<file path="src/rtl/skid_buffer_pkg.sv">
// Shared types and constants for the two-entry skid buffer.
package skid_pkg;

    // State encoding equals the occupancy reported on count.
    typedef enum logic [1:0] {
        EMPTY = 2'd0,
        ONE   = 2'd1,
        TWO   = 2'd2
    } skid_state_t;

    // Value loaded into the main entry (and thus out_data) while reset is held.
    localparam logic RESET_DATA_BIT = 1'b0;

endpackage : skid_pkg

</file>
<file path="src/rtl/skid_buffer_if.sv">
// Valid/ready handshake bundle for both sides of the skid buffer.
interface skid_buffer_if #(
    parameter int WIDTH = 20
);
    logic [WIDTH-1:0] in_data;
    logic             in_valid;
    logic             in_ready;
    logic [WIDTH-1:0] out_data;
    logic             out_valid;
    logic             out_ready;

    // Producer/consumer side: drives the upstream data and the downstream ready.
    modport master (
        output in_data,
        output in_valid,
        input  in_ready,
        input  out_data,
        input  out_valid,
        output out_ready
    );

    // Buffer side.
    modport slave (
        input  in_data,
        input  in_valid,
        output in_ready,
        output out_data,
        output out_valid,
        input  out_ready
    );
endinterface : skid_buffer_if

</file>
<file path="src/rtl/register.sv">
// Enable-gated data register with asynchronous active-low clear.
module register #(
    parameter int WIDTH = 20
) (
    input  logic             clk,
    input  logic             arst_n_in,
    input  logic             we,
    input  logic [WIDTH-1:0] din,
    output logic [WIDTH-1:0] dout
);

    // Load din when write-enabled, otherwise hold.
    always_ff @(posedge clk or negedge arst_n_in) begin
        if (!arst_n_in) begin
            dout <= '0;
        end else if (we) begin
            dout <= din;
        end else begin
            dout <= dout;
        end
    end

endmodule : register

</file>
<file path="src/rtl/skid_buffer.sv">
// Two-entry elastic stage: in_ready comes only from registered state, and an
// accepted word reaches out_data one cycle later. The main entry always drives
// out_data; the skid entry catches a word accepted while the consumer stalls.
module skid_buffer
    import skid_pkg::*;
#(
    parameter int WIDTH = 20
) (
    input  logic        clk,
    input  logic        rst_in,
    skid_buffer_if.slave bus,
    output logic [1:0]  count
);

    skid_state_t      state_r;
    skid_state_t      state_nxt_s;
    logic             ready_r;

    logic             acc_s;
    logic             pop_s;
    logic             out_valid_s;

    logic             main_we_s;
    logic             skid_we_s;
    logic             main_from_skid_s;

    logic             main_we_final_s;
    logic             skid_we_final_s;
    logic [WIDTH-1:0] main_din_s;
    logic [WIDTH-1:0] main_q_s;
    logic [WIDTH-1:0] skid_q_s;

    assign out_valid_s = (state_r != EMPTY);
    assign acc_s       = bus.in_valid && ready_r;
    assign pop_s       = out_valid_s && bus.out_ready;

    // Next-state and data-entry write enables from the handshake events.
    always_comb begin
        state_nxt_s      = state_r;
        main_we_s        = 1'b0;
        skid_we_s        = 1'b0;
        main_from_skid_s = 1'b0;
        case (state_r)
            EMPTY: begin
                if (acc_s) begin
                    main_we_s   = 1'b1;
                    state_nxt_s = ONE;
                end else begin
                    state_nxt_s = EMPTY;
                end
            end
            ONE: begin
                if (acc_s && pop_s) begin
                    main_we_s   = 1'b1;
                    state_nxt_s = ONE;
                end else if (acc_s) begin
                    skid_we_s   = 1'b1;
                    state_nxt_s = TWO;
                end else if (pop_s) begin
                    state_nxt_s = EMPTY;
                end else begin
                    state_nxt_s = ONE;
                end
            end
            TWO: begin
                // in_ready is low here, so in_valid cannot cause an accept.
                if (pop_s) begin
                    main_we_s        = 1'b1;
                    main_from_skid_s = 1'b1;
                    state_nxt_s      = ONE;
                end else begin
                    state_nxt_s = TWO;
                end
            end
            default: begin
                state_nxt_s = EMPTY;
            end
        endcase
    end

    // Reset forces the main entry to the reset value so out_data reads zero.
    always_comb begin
        main_din_s      = bus.in_data;
        main_we_final_s = main_we_s;
        skid_we_final_s = skid_we_s;
        if (rst_in) begin
            main_din_s      = {WIDTH{RESET_DATA_BIT}};
            main_we_final_s = 1'b1;
            skid_we_final_s = 1'b0;
        end else if (main_from_skid_s) begin
            main_din_s = skid_q_s;
        end else begin
            main_din_s = bus.in_data;
        end
    end

    // Occupancy state and registered in_ready, both cleared by synchronous reset.
    always_ff @(posedge clk) begin
        if (rst_in) begin
            state_r <= EMPTY;
            ready_r <= 1'b0;
        end else begin
            state_r <= state_nxt_s;
            ready_r <= (state_nxt_s != TWO);
        end
    end

    register #(.WIDTH(WIDTH)) u_main (
        .clk       (clk),
        .arst_n_in (1'b1),
        .we        (main_we_final_s),
        .din       (main_din_s),
        .dout      (main_q_s)
    );

    register #(.WIDTH(WIDTH)) u_skid (
        .clk       (clk),
        .arst_n_in (1'b1),
        .we        (skid_we_final_s),
        .din       (bus.in_data),
        .dout      (skid_q_s)
    );

    assign bus.in_ready  = ready_r;
    assign bus.out_valid = out_valid_s;
    assign bus.out_data  = main_q_s;
    assign count         = state_r;

endmodule : skid_buffer

</file>
<file path="src/flat_wrapper.sv">
// flat-port wrapper written by rule: the top's interface ports become plain ports
module skid_buffer_flat import skid_pkg::*;
#(
    parameter int WIDTH = 20
)
  (clk, rst_in, count, bus_in_data, bus_in_valid, bus_in_ready, bus_out_data, bus_out_valid, bus_out_ready);
  skid_buffer_if #(.WIDTH(WIDTH)) bus_i ();
  input  logic clk;
  input  logic rst_in;
  output logic [1:0] count;
  input wire logic [$bits(bus_i.in_data)-1:0] bus_in_data;
  input wire logic [$bits(bus_i.in_valid)-1:0] bus_in_valid;
  output wire logic [$bits(bus_i.in_ready)-1:0] bus_in_ready;
  output wire logic [$bits(bus_i.out_data)-1:0] bus_out_data;
  output wire logic [$bits(bus_i.out_valid)-1:0] bus_out_valid;
  input wire logic [$bits(bus_i.out_ready)-1:0] bus_out_ready;
  assign bus_i.in_data = bus_in_data;
  assign bus_i.in_valid = bus_in_valid;
  assign bus_in_ready = bus_i.in_ready;
  assign bus_out_data = bus_i.out_data;
  assign bus_out_valid = bus_i.out_valid;
  assign bus_i.out_ready = bus_out_ready;
  skid_buffer #(.WIDTH(WIDTH)) u_core (.clk(clk), .rst_in(rst_in), .bus(bus_i), .count(count));
endmodule
</file>
<file path="config.mk">
export PLATFORM = sky130hd
export DESIGN_NAME = skid_buffer_flat
export DESIGN_NICKNAME = d
export VERILOG_FILES = /design/src/rtl/skid_buffer_pkg.sv /design/src/rtl/skid_buffer_if.sv /design/src/rtl/register.sv /design/src/rtl/skid_buffer.sv /design/src/flat_wrapper.sv
export SDC_FILE = /design/constraint.sdc
export NUM_CORES = 1
export LEC_CHECK = 0
export ABC_AREA = 1
export BUFFER_PORTS_ARGS = -buffer_cell sky130_fd_sc_hd__buf_4
export CORE_ASPECT_RATIO = 1.5
export CORE_UTILIZATION = 50
export DETAILED_ROUTE_END_ITERATION = 6
export GPL_ROUTABILITY_DRIVEN = 0
export PLACE_DENSITY = 0.84
export REMOVE_ABC_BUFFERS = 1
export SETUP_SLACK_MARGIN = 0.3
export SLEW_MARGIN = 20
export SYNTH_ARGS = -nofsm -noshare
export SYNTH_HDL_FRONTEND = slang
export SYNTH_SLANG_ARGS = --single-unit
</file>
<file path="constraint.sdc">
create_clock -name clk -period 2.3 [get_ports clk]
set_input_delay 0.46 -clock clk [delete_from_list [all_inputs] [get_ports clk]]
set_output_delay 0.46 -clock clk [all_outputs]
set_load 0.02 [all_outputs]
</file>
**Word-level counts from Yosys, hierarchy flattened**

Index checks and enable logic that the tools add are counted.

- Eq/ne operators: 3
- $lt $le $gt $ge: 0
- Add/subtract/negate cells: 0
- Shift operators: 0
- Divide/modulo/power cells: 0
- Bitwise operators: 0
- Reduce and logical (&&, ||, !) cells: 5
- $mul: 0
- Multiplexer cells: 16

Operator list:

| cell | number |
|---|---|
| $mux 20 | 1 |
| $mux 1 | 10 |
| $mux 2 | 3 |
| $pmux 2 s3 | 1 |
| $logic_and 1x1->1 | 3 |
| $pmux 1 s3 | 1 |
| $eq 2x1->1 const B | 1 |
| $eq 2x2->1 const B | 1 |
| $logic_not 2->1 | 1 |
| $ne 2x2->1 const B | 1 |
| $reduce_bool 2->1 | 1 |

- Output and inout bits: 24
- Flip-flop bits (word level): 43
- Word-level logic and storage cells: 28
- Bits of input ports: 24
- Memory bits (writable): 0
- ROM bits: 0
- Bits in latches: 0
- Memories: 0

**Depth between registers and ports, before layout**

- Depth after elaboration: 7
- Gate-level depth with buffers: 8

**Modules after synthesis**

Synthesis repeated with hierarchy kept, for this count alone.

- Cell total of the unflattened synthesis: 267
- Area, all modules: 2,037.0 µm²

By module, submodules not included:

| module | seq. area each (µm²) | cells an instance | instances | area an instance (µm²) |
|---|---|---|---|---|
| register | 500.5 | 85 | 2 | 767.0 |
| skid_buffer | 60.1 | 97 | 1 | 503.0 |

**Worst setup path before layout**

Ideal clock, no wire load.

- Kind: register to register
- Start point: register u_core.state_r[1] (netlist: u_core.count[1])
- End point: register u_core.u_skid.dout[0], enable pin
- Library setup time: 0.397 ns
- Data arrival time: 1.843 ns
- Cell stages (with the launch flop): 7
- Buffers on the path: 0
- Setup slack: 0.060 ns
- Cells stage by stage: dfxtp_1 -> nor2_1 -> nor2_1 -> inv_1 -> ha_1 -> nand3_1 -> nor2_1

- Cells in the longest elaborated chain, start to end: 6

Ends and longest elaborated chain:

| item | RTL line | RTL |
|---|---|---|
| from (decl) | skid_buffer.sv:15 | `skid_state_t state_r;` |
| from (signal assigned) | skid_buffer.sv:103 | `state_r <= state_nxt_s;` |
| $reduce_bool 2->1 | skid_buffer.sv:33 | `assign out_valid_s = (state_r != EMPTY);` |
| $logic_and 1x1->1 | skid_buffer.sv:35 | `assign pop_s = out_valid_s && bus.out_ready;` |
| $logic_and 1x1->1 | skid_buffer.sv:53 | `if (acc_s && pop_s) begin` |
| $mux 1 | skid_buffer.sv:53 |  |
| $mux 1 * | skid_buffer.sv:43 | `case (state_r)` |
| $mux 1 * | skid_buffer.sv:86 | `if (rst_in) begin` |
| named net u_core.skid_we_final_s | skid_buffer.sv:28 | `logic skid_we_final_s;` |
| to (signal assigned) | register.sv:17 | `dout <= din;` |
| to (signal assigned) | register.sv:19 | `dout <= dout;` |
| to (decl) | register.sv:9 | `output logic [WIDTH-1:0] dout` |

The timed path passes the listed nets; every way through them passes the cells marked *.
A chain may end at the register's enable or synchronous reset.

**Worst setup path after layout**

- Start point: register u_core.state_r[1] (netlist: u_core.count[1])
- End point: register u_core.u_skid.dout[10], enable pin

Same word-level chain as after synthesis.

==> flow_metrics.tcl <==
set metrics [dict create \
    syn_avg_cell_area_um2 12.50 \
    path_clk_slew_ns 0.08 \
    worstPathMaxFanout 20 \
    antenna_found_initial 0 \
    period_needed_ns 1.697 \
    syn_area_mm2 0.001700 \
    drive_gt1_frac 0.3209 \
    timing.slew.headroom 0.7812 \
    num_rows 25 \
    wl_per_cell_um 14.12 \
    drv_cap 0 \
    ios 48 \
    dp.final_hpwl_um 2247 \
    syn_to_final_growth_pct 27.45 \
    worstPathArrival_ns 1.67 \
    hold_violations 0 \
    drc 0 \
    clock-sinks 43 \
    grt_remaining_overflow 0 \
    antenna_cells 0 \
    pre_cts_slack_ns 0.5342 \
    grt_pass1_vias 1118 \
    yosys_warnings 0 \
    grt_max_degree 24 \
    ys_types 14 \
    root_buffer "clkbuf_8" \
    p_leak_nw 0.9140 \
    grt_setup_unrepaired "false" \
    cts_hold_buffers 0 \
    clock.fmax_mhz 589.2 \
    fin_nets 212 \
    via_per_inst 5.101 \
    tns_ns 0 \
    end_kind "register" \
    final_cell_mix "buf_4 (49), nand2_1 (44), edfxtp_1 (40), a21oi_1 (21), inv_1 (7)" \
    floorplan.initialDensity 0.5329 \
    slowest_delay_ns 0.37 \
    insertion_delay_ns 0.30 \
    cts_made_buffers 5 \
    fin_cells 227 \
    power.density_mw_per_mm2 754.8 \
    yosys_register_bits 43 \
    postCtsSetupRepairBufs 0 \
    grt_pass1_wl_um 5050 \
    report.final.slew_viol_count 0 \
    cpMaxStageDelayCell "dfxtp_1" \
    hold_class "input pin to register" \
    ys_seq_area_frac 0.7417 \
    die_x_um 49.62 \
    final_common_cell "buf_4" \
    power_w 0.001636 \
    port-buffer-count 47 \
    cts_tree "built" \
    cts-resized-gates 0 \
    synth_cells 136 \
    cp.required_ns 2.28 \
    setup_viol 0 \
    num_vias 1158 \
    die_y_um 73.42 \
    h-tree-depth 2 \
    criticalPathCategory "register to register" \
    core-area_mm2 0.003191 \
    outcome "completed" \
    drt-total-wl_um 3206 \
    dieArea_mm2 0.003643 \
    crit_top_cell "nor2_1" \
    period_share 0.7379 \
    drt_iter0_markers 36 \
    first_pass_iters 4 \
    cts.path.max_buffers 2 \
    setup_slack_ns 0.6028 \
    cp_cell_sequence "nor2_1 > nor2_1 > inv_1 > ha_1 > nand3_1 > nor2_2 > buf_4" \
    dp_cells 219 \
    antenna_left 0 \
    final_core_util 0.6792 \
    tightestPinTransition_ns 0.3277 \
    finalClockSkew_ns 0.008954 \
    cp-start-kind "register" \
    grt_usage 0.1941 \
    peakVddDrop_uv 592.5 \
]
-- stage by stage --
stage	hold WS [ns]	instance area, um^2
6_report	0.3418	2167
5_1_grt	0.3316	2167
4_1_cts	0.3345	2167
3_5_place_dp	0.5715	2076
3_3_place_gp	0.5660	2076
2_1_floorplan	0.5291	1655
-- worst paths after layout --
check	start	end	slack [ns]	depth (start not counted)
setup / recovery	u_core.count[1]	u_core.u_skid.dout[10]	0.60	7
hold / removal	bus_in_data[3]	u_core.u_skid.dout[3]	0.34	1
setup reg to reg	u_core.count[1]	u_core.u_skid.dout[10]	0.60	7
hold reg to reg	u_core.u_skid.dout[17]	u_core.u_main.dout[17]	0.60	2
-- registers in the layout, indices dropped and copies added, names as in the netlist --
signal,flops
u_core.u_main.dout,20
u_core.u_skid.dout,20
u_core.count,2
u_core.bus.in_ready,1
-- kinds of logic (layout without fill, tap and decap cells) --
logic type      Yosys count  count (layout)  synth area share
flops                    43              43            0.7417
simple gates             55              55            0.1354
fa+ha+maj                 2               2           0.01471
buf+inv                  15              66           0.04636
compound gates           21              21           0.06181
-- critical path: cells and delay by family, from the launching register on --
| family | cells | cell delay, ns |
|---|---|---|
| adder cells (fa/ha/maj) | 1 | 0.14 |
| buffers and inverters | 2 | 0.34 |
| flip-flops | 1 | 0.37 |
| AND/OR/NAND/NOR | 4 | 0.52 |
-- layer usage --
layer  global-route usage  up-vias  share of wire
met5                    0        -              0
met4               0.1270        0          0.032
met3              0.06004       10          0.054
met2               0.3168       35           0.52
met1               0.2180      546           0.39
li1                     -      567              -
-- synth_stat cells --
master / count / area (um^2)
nand2_1: 44 / 165.2
ha_1: 2 / 25.02
nand3_4: 1 / 17.52
dfxtp_1: 3 / 60.06
inv_2: 2 / 7.510
a21oi_1: 21 / 105.1
clkbuf_1: 2 / 7.510
inv_1: 7 / 26.28
nand4_1: 1 / 6.260
nor2_1: 3 / 11.26
nand3_1: 6 / 30.03
buf_6: 2 / 22.52
buf_4: 2 / 15.01
edfxtp_1: 40 / 1201
-- where the power goes --
group	leakage, nW	switching, W	internal [W]	total, W
Sequential	0.415	0.0000160	0.000909	0.000925
Clock	0.0482	0.000238	0.000242	0.000480
Combinational	0.451	0.000133	0.0000977	0.000231
Total	0.914	0.000387	0.00125	0.00164
-- final cells by class --
type | instances | area [um^2]
Clock buffer | 7 | 86.33
Sequential cell | 43 | 1261
Fill cell | 248 | 1023
Clock inverter | 1 | 5.005
Inverter | 9 | 33.78
Multi-Input combinational cell | 78 | 362.8
Tap cell | 40 | 50.05
Timing Repair Buffer | 49 | 367.9
Power figures use the tool's default switching activity.
